`config.mk`:
```
export PLATFORM = sky130hd
export DESIGN_NAME = spi_command_port
export DESIGN_NICKNAME = d
export VERILOG_FILES = /design/src/rtl/spi_command_port.sv
export SDC_FILE = /design/constraint.sdc
export NUM_CORES = 1
export LEC_CHECK = 0
export BUFFER_PORTS_ARGS = -buffer_cell sky130_fd_sc_hd__buf_2
export CORE_ASPECT_RATIO = 0.9
export CORE_UTILIZATION = 30
export CTS_BUF_LIST = sky130_fd_sc_hd__clkbuf_8
export DETAILED_ROUTE_END_ITERATION = 12
export PLACE_DENSITY_LB_ADDON = 0.3
export SETUP_SLACK_MARGIN = 0.02
export SYNTH_ARGS = -nofsm -noshare
export SYNTH_HDL_FRONTEND = slang
export SYNTH_SLANG_ARGS = --single-unit
```
`constraint.sdc`:
```
create_clock -name clk -period 1.5 [get_ports clk]
set_input_delay 0.075 -clock clk [delete_from_list [all_inputs] [get_ports clk]]
set_output_delay 0.075 -clock clk [all_outputs]
set_load 0.05 [all_outputs]
```
`src/rtl/spi_command_port.sv`:
```
// SPI mode-0 slave front end for the DSP engine command interface.
// Deserialises MOSI into command bytes, returns the engine status byte on MISO, guards the command FIFO.
//   state | meaning
//   IDLE  | deselected, MISO held low, SCK ignored
//   FRAME | CS low, shifting bytes in on SCK rise and out on SCK fall
module spi_command_port #(
    parameter int spi_fifo_length = 32,
    parameter int sync_stages     = 2
) (
    input  logic                               clk,
    input  logic                               reset_n,
    input  logic                               spi_sck,
    input  logic                               spi_cs_n,
    input  logic                               spi_mosi,
    output logic                               spi_miso,
    output logic [7:0]                         command_out,
    output logic                               command_out_valid,
    input  logic [$clog2(spi_fifo_length):0]   fifo_count,
    input  logic [7:0]                         tx_byte,
    output logic                               frame_active,
    output logic                               overrun,
    input  logic                               overrun_clear
);

    localparam int CW = $clog2(spi_fifo_length) + 1;
    localparam logic [CW-1:0] FIFO_FULL = CW'(spi_fifo_length);

    typedef enum logic {IDLE, FRAME} state_t;

    state_t                 state_q;
    logic [sync_stages-1:0] sck_sync_q, cs_sync_q, mosi_sync_q, flush_q;
    logic                   sck_prev_q, cs_prev_q, armed_q;
    logic [2:0]             bit_cnt_q;
    logic [7:0]             rx_q, tx_q, cmd_q;
    logic                   byte_done_q, skip_shift_q;
    logic                   miso_q, valid_q, frame_q, overrun_q;

    logic sck_s, cs_s, mosi_s;
    logic sck_rise, sck_fall, cs_fall, cs_rise;

    assign sck_s    = sck_sync_q[sync_stages-1];
    assign cs_s     = cs_sync_q[sync_stages-1];
    assign mosi_s   = mosi_sync_q[sync_stages-1];
    assign sck_rise = sck_s & ~sck_prev_q;
    assign sck_fall = ~sck_s & sck_prev_q;
    assign cs_fall  = ~cs_s & cs_prev_q;
    assign cs_rise  = cs_s & ~cs_prev_q;

    always_ff @(posedge clk) begin
        if (!reset_n) begin
            state_q      <= IDLE;
            sck_sync_q   <= '0;
            cs_sync_q    <= '1;
            mosi_sync_q  <= '0;
            flush_q      <= '0;
            sck_prev_q   <= 1'b0;
            cs_prev_q    <= 1'b1;
            armed_q      <= 1'b0;
            bit_cnt_q    <= 3'd0;
            rx_q         <= 8'h00;
            tx_q         <= 8'h00;
            cmd_q        <= 8'h00;
            byte_done_q  <= 1'b0;
            skip_shift_q <= 1'b0;
            miso_q       <= 1'b0;
            valid_q      <= 1'b0;
            frame_q      <= 1'b0;
            overrun_q    <= 1'b0;
        end else begin
            sck_sync_q  <= {sck_sync_q[sync_stages-2:0], spi_sck};
            cs_sync_q   <= {cs_sync_q[sync_stages-2:0], spi_cs_n};
            mosi_sync_q <= {mosi_sync_q[sync_stages-2:0], spi_mosi};
            sck_prev_q  <= sck_s;
            cs_prev_q   <= cs_s;
            // A CS already low when reset releases must not open a frame; wait to see it high first.
            flush_q     <= {flush_q[sync_stages-2:0], 1'b1};
            if (flush_q[sync_stages-1] && cs_s)
                armed_q <= 1'b1;

            valid_q <= 1'b0;
            miso_q  <= (state_q == FRAME) ? tx_q[7] : 1'b0;

            if (overrun_clear)
                overrun_q <= 1'b0;

            if (byte_done_q) begin
                byte_done_q <= 1'b0;
                if (fifo_count < FIFO_FULL) begin
                    cmd_q   <= rx_q;
                    valid_q <= 1'b1;
                end else begin
                    overrun_q <= 1'b1;
                end
                tx_q         <= tx_byte;
                // The fall that follows the 8th rise must present the new bit 7, not shift it away.
                skip_shift_q <= 1'b1;
            end

            case (state_q)
                IDLE: begin
                    if (cs_fall && armed_q) begin
                        state_q      <= FRAME;
                        bit_cnt_q    <= 3'd0;
                        rx_q         <= 8'h00;
                        tx_q         <= tx_byte;
                        skip_shift_q <= 1'b0;
                        frame_q      <= 1'b1;
                    end
                end
                FRAME: begin
                    if (cs_rise) begin
                        state_q   <= IDLE;
                        bit_cnt_q <= 3'd0;
                        miso_q    <= 1'b0;
                        frame_q   <= 1'b0;
                    end else begin
                        if (sck_rise) begin
                            rx_q      <= {rx_q[6:0], mosi_s};
                            bit_cnt_q <= bit_cnt_q + 3'd1;
                            if (bit_cnt_q == 3'd7)
                                byte_done_q <= 1'b1;
                        end
                        if (sck_fall) begin
                            if (skip_shift_q)
                                skip_shift_q <= 1'b0;
                            else
                                tx_q <= {tx_q[6:0], 1'b0};
                        end
                    end
                end
                default: state_q <= IDLE;
            endcase
        end
    end

    assign spi_miso          = miso_q;
    assign command_out       = cmd_q;
    assign command_out_valid = valid_q;
    assign frame_active      = frame_q;
    assign overrun           = overrun_q;

endmodule

```
Yosys cells after proc, flatten, opt, wreduce, memory -nomap -nowiden:

Index checks and enable logic that the tools add are counted.
W data, S select, Z words.

* bits in registers: 45
* output and inout port bits: 12
* logic and storage cells: 81

* $add $sub $neg: 1
* magnitude comparators: 1
* equal/unequal tests: 6
* mux-type cells: 35
* bitwise logic cells: 11
* reductions and logical operators: 8

Operators with widths (count)
* $mux W8: 8
* $pmux W8 S2: 2
* $mux W1: 18
* $mux W3: 3
* $reduce_and A2 Y1: 4
* $not A1 Y1: 7
* $lt A6 B6 Y1 const B: 1
* $pmux W1 S2: 3
* $pmux W3 S2: 1
* $and A1 B1 Y1: 4
* $ne A2 B1 Y1 const B: 2
* $ne A2 B2 Y1 const B: 2
* $reduce_or A4 Y1: 1
* $add A3 B1 Y3 const B: 1
* $eq A3 B3 Y1 const B: 1
* $ne A3 B1 Y1 const B: 1
* $reduce_and A3 Y1: 1
* $logic_and A1 B1 Y1: 2

Logic depth before layout (Yosys ltp):

* depth in word-level cells: 5
* mapped depth: 6
* depth with buffers taken out: 4

Worst setup path before layout:

OpenSTA, ideal clock, no wires.

* kind: reg2reg
* start point: register state_q
* end point: register rx_q[3]
* arrival time: 1.134 ns
* data required time: 1.379 ns
* path slack: 0.245 ns
* cell stages (with the launch flop): 7
* clock period less this slack: 1.255 ns
* cells stage by stage: dfxtp_1 > buf_6 > and4bb_4 > a31oi_4 > buf_6 > nand3_1 > o21ai_0

* word-level cells in the longest chain between the ends: 3
* elaborated cells between the ends (all ways): 6
* classes of those cells: 3 x eq/ne; 1 x mux; 1 x bitwise; 1 x reduce/logical

Ends and longest elaborated chain
* start, declared: RTL line 30 `state_t state_q;`
* start signal, assigned: RTL line 51 `state_q <= IDLE;`
* start signal, assigned: RTL line 102 `state_q <= FRAME;`
* start signal, assigned: RTL line 112 `state_q <= IDLE;`
* $not A1 Y1
* $ne A2 B2 Y1 (no source line)
* $reduce_and A3 Y1 (no source line)
* end signal, assigned: RTL line 118 `rx_q <= {rx_q[6:0], mosi_s};`
* end, declared: RTL line 34 `logic [7:0] rx_q, tx_q, cmd_q;`

Parallel ways exist; a longest one is shown, timed or not.
A chain may end at the register's enable or synchronous reset.

Worst setup path in the final report:

* start point: register cs_sync_q[1]
* end point: register tx_q[0]

* word-level cells in the longest chain between the ends: 5
* elaborated cells between the ends (all ways): 7
* classes of those cells: 3 x mux; 3 x bitwise; 1 x reduce/logical

Ends and longest elaborated chain
* start, declared: RTL line 31 `logic [sync_stages-1:0] sck_sync_q, cs_sync_q, mosi_sync_q, flush_q;`
* start signal, assigned: RTL line 71 `cs_sync_q <= {cs_sync_q[sync_stages-2:0], spi_cs_n};`
* $not A1 Y1: RTL line 46 `assign cs_fall = ~cs_s & cs_prev_q;`
* $and A1 B1 Y1: RTL line 46
* $logic_and A1 B1 Y1: RTL line 101 `if (cs_fall && armed_q) begin`
* $mux W8: RTL line 101
* $pmux W8 S2 (*): RTL line 99 `case (state_q)`
* end signal, assigned: RTL line 94 `tx_q <= tx_byte;`
* end signal, assigned: RTL line 105 `tx_q <= tx_byte;`
* end signal, assigned: RTL line 127 `tx_q <= {tx_q[6:0], 1'b0};`
* end, declared: RTL line 34

Every way passes the cells marked *; elsewhere a longest branch is shown, timed or not.

==> flow_results.xml <==
<?xml version="1.0" encoding="UTF-8"?>
<metrics>
  <group name="finish">
    <metric name="layout.cells.most_common" unit="">dfxtp_1</metric>
    <metric name="layout.cell_area.non_filler" unit="um2">2120</metric>
    <metric name="num_antenna_cells" unit="">0</metric>
    <metric name="seqCellArea" unit="um2">901</metric>
    <metric name="area.growth.synth_to_final" unit="%">17.7</metric>
    <metric name="final_nets" unit="">245</metric>
    <metric name="multi_input_comb_area" unit="um2">817</metric>
    <metric name="filler_cells_inserted" unit="">595</metric>
    <metric name="drive_above_1_share" unit="%">23.8</metric>
    <metric name="post_layout_nonfiller_instances" unit="">293</metric>
    <metric name="leading_cell_types_in_the_layout_fill_and_taps_excluded" unit="">45 x dfxtp_1, 31 x nand2_1, 26 x buf_2</metric>
  </group>
  <group name="detailed_routing">
    <metric name="routed_wl" unit="mm">3.28</metric>
    <metric name="drc_markers" unit="">0</metric>
    <metric name="final_antenna_net_count" unit="">0</metric>
    <metric name="drt-initial-drc-count" unit="">65</metric>
    <metric name="via_per_inst" unit="">4.68</metric>
    <metric name="routedWlPerCell" unit="um">11.2</metric>
    <metric name="dr_total_vias" unit="">1372</metric>
    <metric name="number_of_iterations_in_the_first_detailed_routing_pass" unit="">4</metric>
  </group>
  <group name="global_route">
    <metric name="grt_pass1_vias" unit="">1119</metric>
    <metric name="global_route.usage.met3" unit="%">3.25</metric>
    <metric name="largest_net_degree_at_the_start_of_global_routing" unit="">23</metric>
    <metric name="grt-ovfl-total" unit="">0</metric>
    <metric name="grtUsageMet1" unit="%">13.8</metric>
    <metric name="grt_usage" unit="%">10.4</metric>
    <metric name="global_route.peak_usage_layer" unit="">met2</metric>
    <metric name="grt_first_pass_wirelength" unit="mm">5.15</metric>
    <metric name="global_route.usage.met2" unit="%">16.0</metric>
    <metric name="antenna_found_initial" unit="">0</metric>
  </group>
  <group name="timing">
    <metric name="layout_setup_ws" unit="ns">0.144</metric>
    <metric name="timing_max_transition_violations_final" unit="">0</metric>
    <metric name="final.hold.worst_slack" unit="ns">0.0489</metric>
    <metric name="endpoints_failing_setup" unit="">0</metric>
    <metric name="worst-slew-pin-transition" unit="ns">0.716</metric>
    <metric name="accumulated_negative_setup_slack" unit="ns">0</metric>
    <metric name="final_period_minus_worst_setup_slack" unit="ns">1.36</metric>
    <metric name="worst_slew_margin_rel" unit="%">52.2</metric>
    <metric name="finalHoldViolations" unit="">0</metric>
    <metric name="fin_worst_skew" unit="ns">0.0101</metric>
    <metric name="fmax" unit="GHz">0.737</metric>
    <metric name="rsz0062_at_grt" unit="">false</metric>
    <metric name="period_share" unit="%">90.4</metric>
  </group>
  <group name="place">
    <metric name="globalplace.congestion" unit="">0.694</metric>
    <metric name="dp.final_hpwl" unit="mm">2.17</metric>
    <metric name="pre_cts_ws" unit="ns">0.106</metric>
    <metric name="detailed_place.area" unit="um2">1990</metric>
    <metric name="port_buffer_cells" unit="">26</metric>
    <metric name="dp.cells" unit="">282</metric>
  </group>
  <group name="setup_path">
    <metric name="critPathLaunch" unit="">cs_sync_q[1]</metric>
    <metric name="worst_r2r_path_depth" unit="">4</metric>
    <metric name="beginning_of_the_worst_register_to_register_path" unit="">cs_sync_q[1]</metric>
    <metric name="critPathKind" unit="">reg -&gt; reg</metric>
    <metric name="worst_r2r_endpoint" unit="">tx_q[0]</metric>
    <metric name="worstPathMaxFanout" unit="">12</metric>
    <metric name="setup.worst_path.start_class" unit="">flip-flop</metric>
    <metric name="worstSetupEndpointType" unit="">flip-flop</metric>
    <metric name="endpoint" unit="">tx_q[0]</metric>
    <metric name="worstPathRequired" unit="ns">1.72</metric>
    <metric name="critical_path_arrival" unit="ns">1.58</metric>
    <metric name="regToRegSetupSlack" unit="ns">0.14</metric>
  </group>
  <group name="floorplan">
    <metric name="die-area" unit="um2">6330</metric>
    <metric name="start_util" unit="%">31.5</metric>
    <metric name="placementRows" unit="">26</metric>
    <metric name="area_of_the_core" unit="um2">5730</metric>
    <metric name="ioPinCount" unit="">32</metric>
    <metric name="die_h" unit="um">75.6</metric>
    <metric name="die_width" unit="um">83.8</metric>
  </group>
  <group name="clock_network">
    <metric name="cts_made_buffers" unit="">5</metric>
    <metric name="clock_tree.buffer_depth" unit="">2</metric>
    <metric name="worst_skew_pair_later_pin_latency" unit="ns">0.29</metric>
    <metric name="cts_num_sinks" unit="">45</metric>
    <metric name="cts.htree.levels" unit="">2</metric>
    <metric name="cts_root_buffer" unit="">clkbuf_8</metric>
    <metric name="clk_pin_slew_worst_paths" unit="ns">0.08</metric>
    <metric name="cts_tree" unit="">yes</metric>
  </group>
  <group name="synth">
    <metric name="synthArstFlopShare" unit="%">0</metric>
    <metric name="post-synth-top-area-cell" unit="">dfxtp_1</metric>
    <metric name="synth.lib_cells_used.distinct" unit="">29</metric>
    <metric name="post_synth.cell_area_avg" unit="um2">9.35</metric>
    <metric name="ys_dominant_reg_cell" unit="">dfxtp_1</metric>
    <metric name="synth-seq-area-share" unit="%">49.9</metric>
    <metric name="synth_cell_area" unit="um2">1810</metric>
    <metric name="total_nets_after_synthesis" unit="">215</metric>
    <metric name="postSynthRegisterBits" unit="">45</metric>
    <metric name="synth.area.top_cells" unit="">dfxtp_1 50%, nand2_1 6.4%, a21oi_1 5.3%, nand3_1 5.0%, mux2_2 4.4%</metric>
    <metric name="yosysWarningCount" unit="">0</metric>
    <metric name="postSynthCellCount" unit="">193</metric>
    <metric name="synth_top_cell_area_share" unit="%">49.9</metric>
    <metric name="synth-edff-count" unit="">0</metric>
  </group>
  <group name="flow_run">
    <metric name="cap_violations" unit="">0</metric>
  </group>
  <group name="min_path">
    <metric name="worst_min_delay_path_category" unit="">in -&gt; reg</metric>
  </group>
  <group name="power">
    <metric name="p_leak" unit="nW">0.814</metric>
    <metric name="power-per-cell-area" unit="nW/um2">977</metric>
    <metric name="vdd.ir_drop.worst" unit="V">0.000378</metric>
  </group>
  <group name="status">
    <metric name="outcome" unit="">completed</metric>
  </group>
</metrics>
## layer usage
| metal | vias to the layer above | wire [um] |
|---|---|---|
| li1 | 726 | - |
| met1 | 606 | 1700 |
| met2 | 34 | 1370 |
| met3 | 6 | 150 |
| met4 | 0 | 57 |
| met5 | - | 0 |
## area by class of cell
type	count	area share, %
clock buffer	6	3.89
clock inverter	1	0.177
inverter	2	0.353
multi-input combinational	133	38.5
sequential	45	42.4
tap	70	4.12
timing repair buffer	36	10.6
## report_power, final
part	internal, mW	switching, mW
Clock	0.359	0.380
Combinational	0.0474	0.0662
Sequential	1.21	0.0107
## per-stage QoR
step,power [mW],utilization [%]
after detailed placement,1.36,34.7
final,2.08,37.1
after CTS,2.11,36.7
after global routing,2.18,37.1
after floorplan,1.32,-
after global placement,1.36,34.7
## worst min path at each step
stage / startpoint / endpoint / slack (ns) / depth (start not counted)
CTS: overrun_clear / overrun / 0.04 / 3
detailed placement: spi_cs_n / cs_sync_q[0] / 0.26 / 2
finish: tx_byte[0] / tx_q[0] / 0.05 / 3
global route: overrun_clear / overrun / 0.05 / 3
floorplan: reset_n / flush_q[0] / 0.10 / 0
global placement: spi_cs_n / cs_sync_q[0] / 0.26 / 2
## critical path: stages, from the launching register on
cell and delay [ns]:
dfxtp_1 0.45, and4bb_4 0.30, a31oi_4 0.28, nand3b_1 0.11, a31oi_1 0.15
## state kept, by name, indices dropped and copies added (netlist names)
signal and cells:
cs_prev_q 1, frame_active 1, spi_miso 1, command_out 8, command_out_valid 1, armed_q 1, sck_sync_q 2, sck_prev_q 1
mosi_sync_q 2, rx_q 8, skip_shift_q 1, state_q 1, flush_q 2, byte_done_q 1, bit_cnt_q 3, overrun 1
tx_q 8, cs_sync_q 2
## kinds of logic after synthesis
group | after synthesis | share of synthesized area [%]
adders and majority gates | 2 | 1.39
DFF | 45 | 49.9
buffers and inverters | 15 | 4.92
and+or+nand+nor | 78 | 22.2
AOI/OAI and AO/OA | 44 | 16.1
muxes | 9 | 5.47
## what timing repair did
action | 4_1_cts | 5_1_grt
setup endpoints to repair | 0 | 9
hold endpoints to repair | 3 | 0
gates resized for setup | 0 | 1
setup buffers | 0 | 1
hold buffers | 3 | 0
## synth_stat cells, drive strengths merged (2+ instances only)
master  count
dfxtp      45
nand2      31
a21oi      19
nand3      18
o21ai      11
a22oi       7
clkbuf      7
mux2        7
nand2b      7
and2        6
buf         6
nor2        4
nor2b       4
a31oi       3
and3        3
ha          2
inv         2
mux2i       2
nand3b      2
No activity file was read; power rests on OpenSTA's default activity.
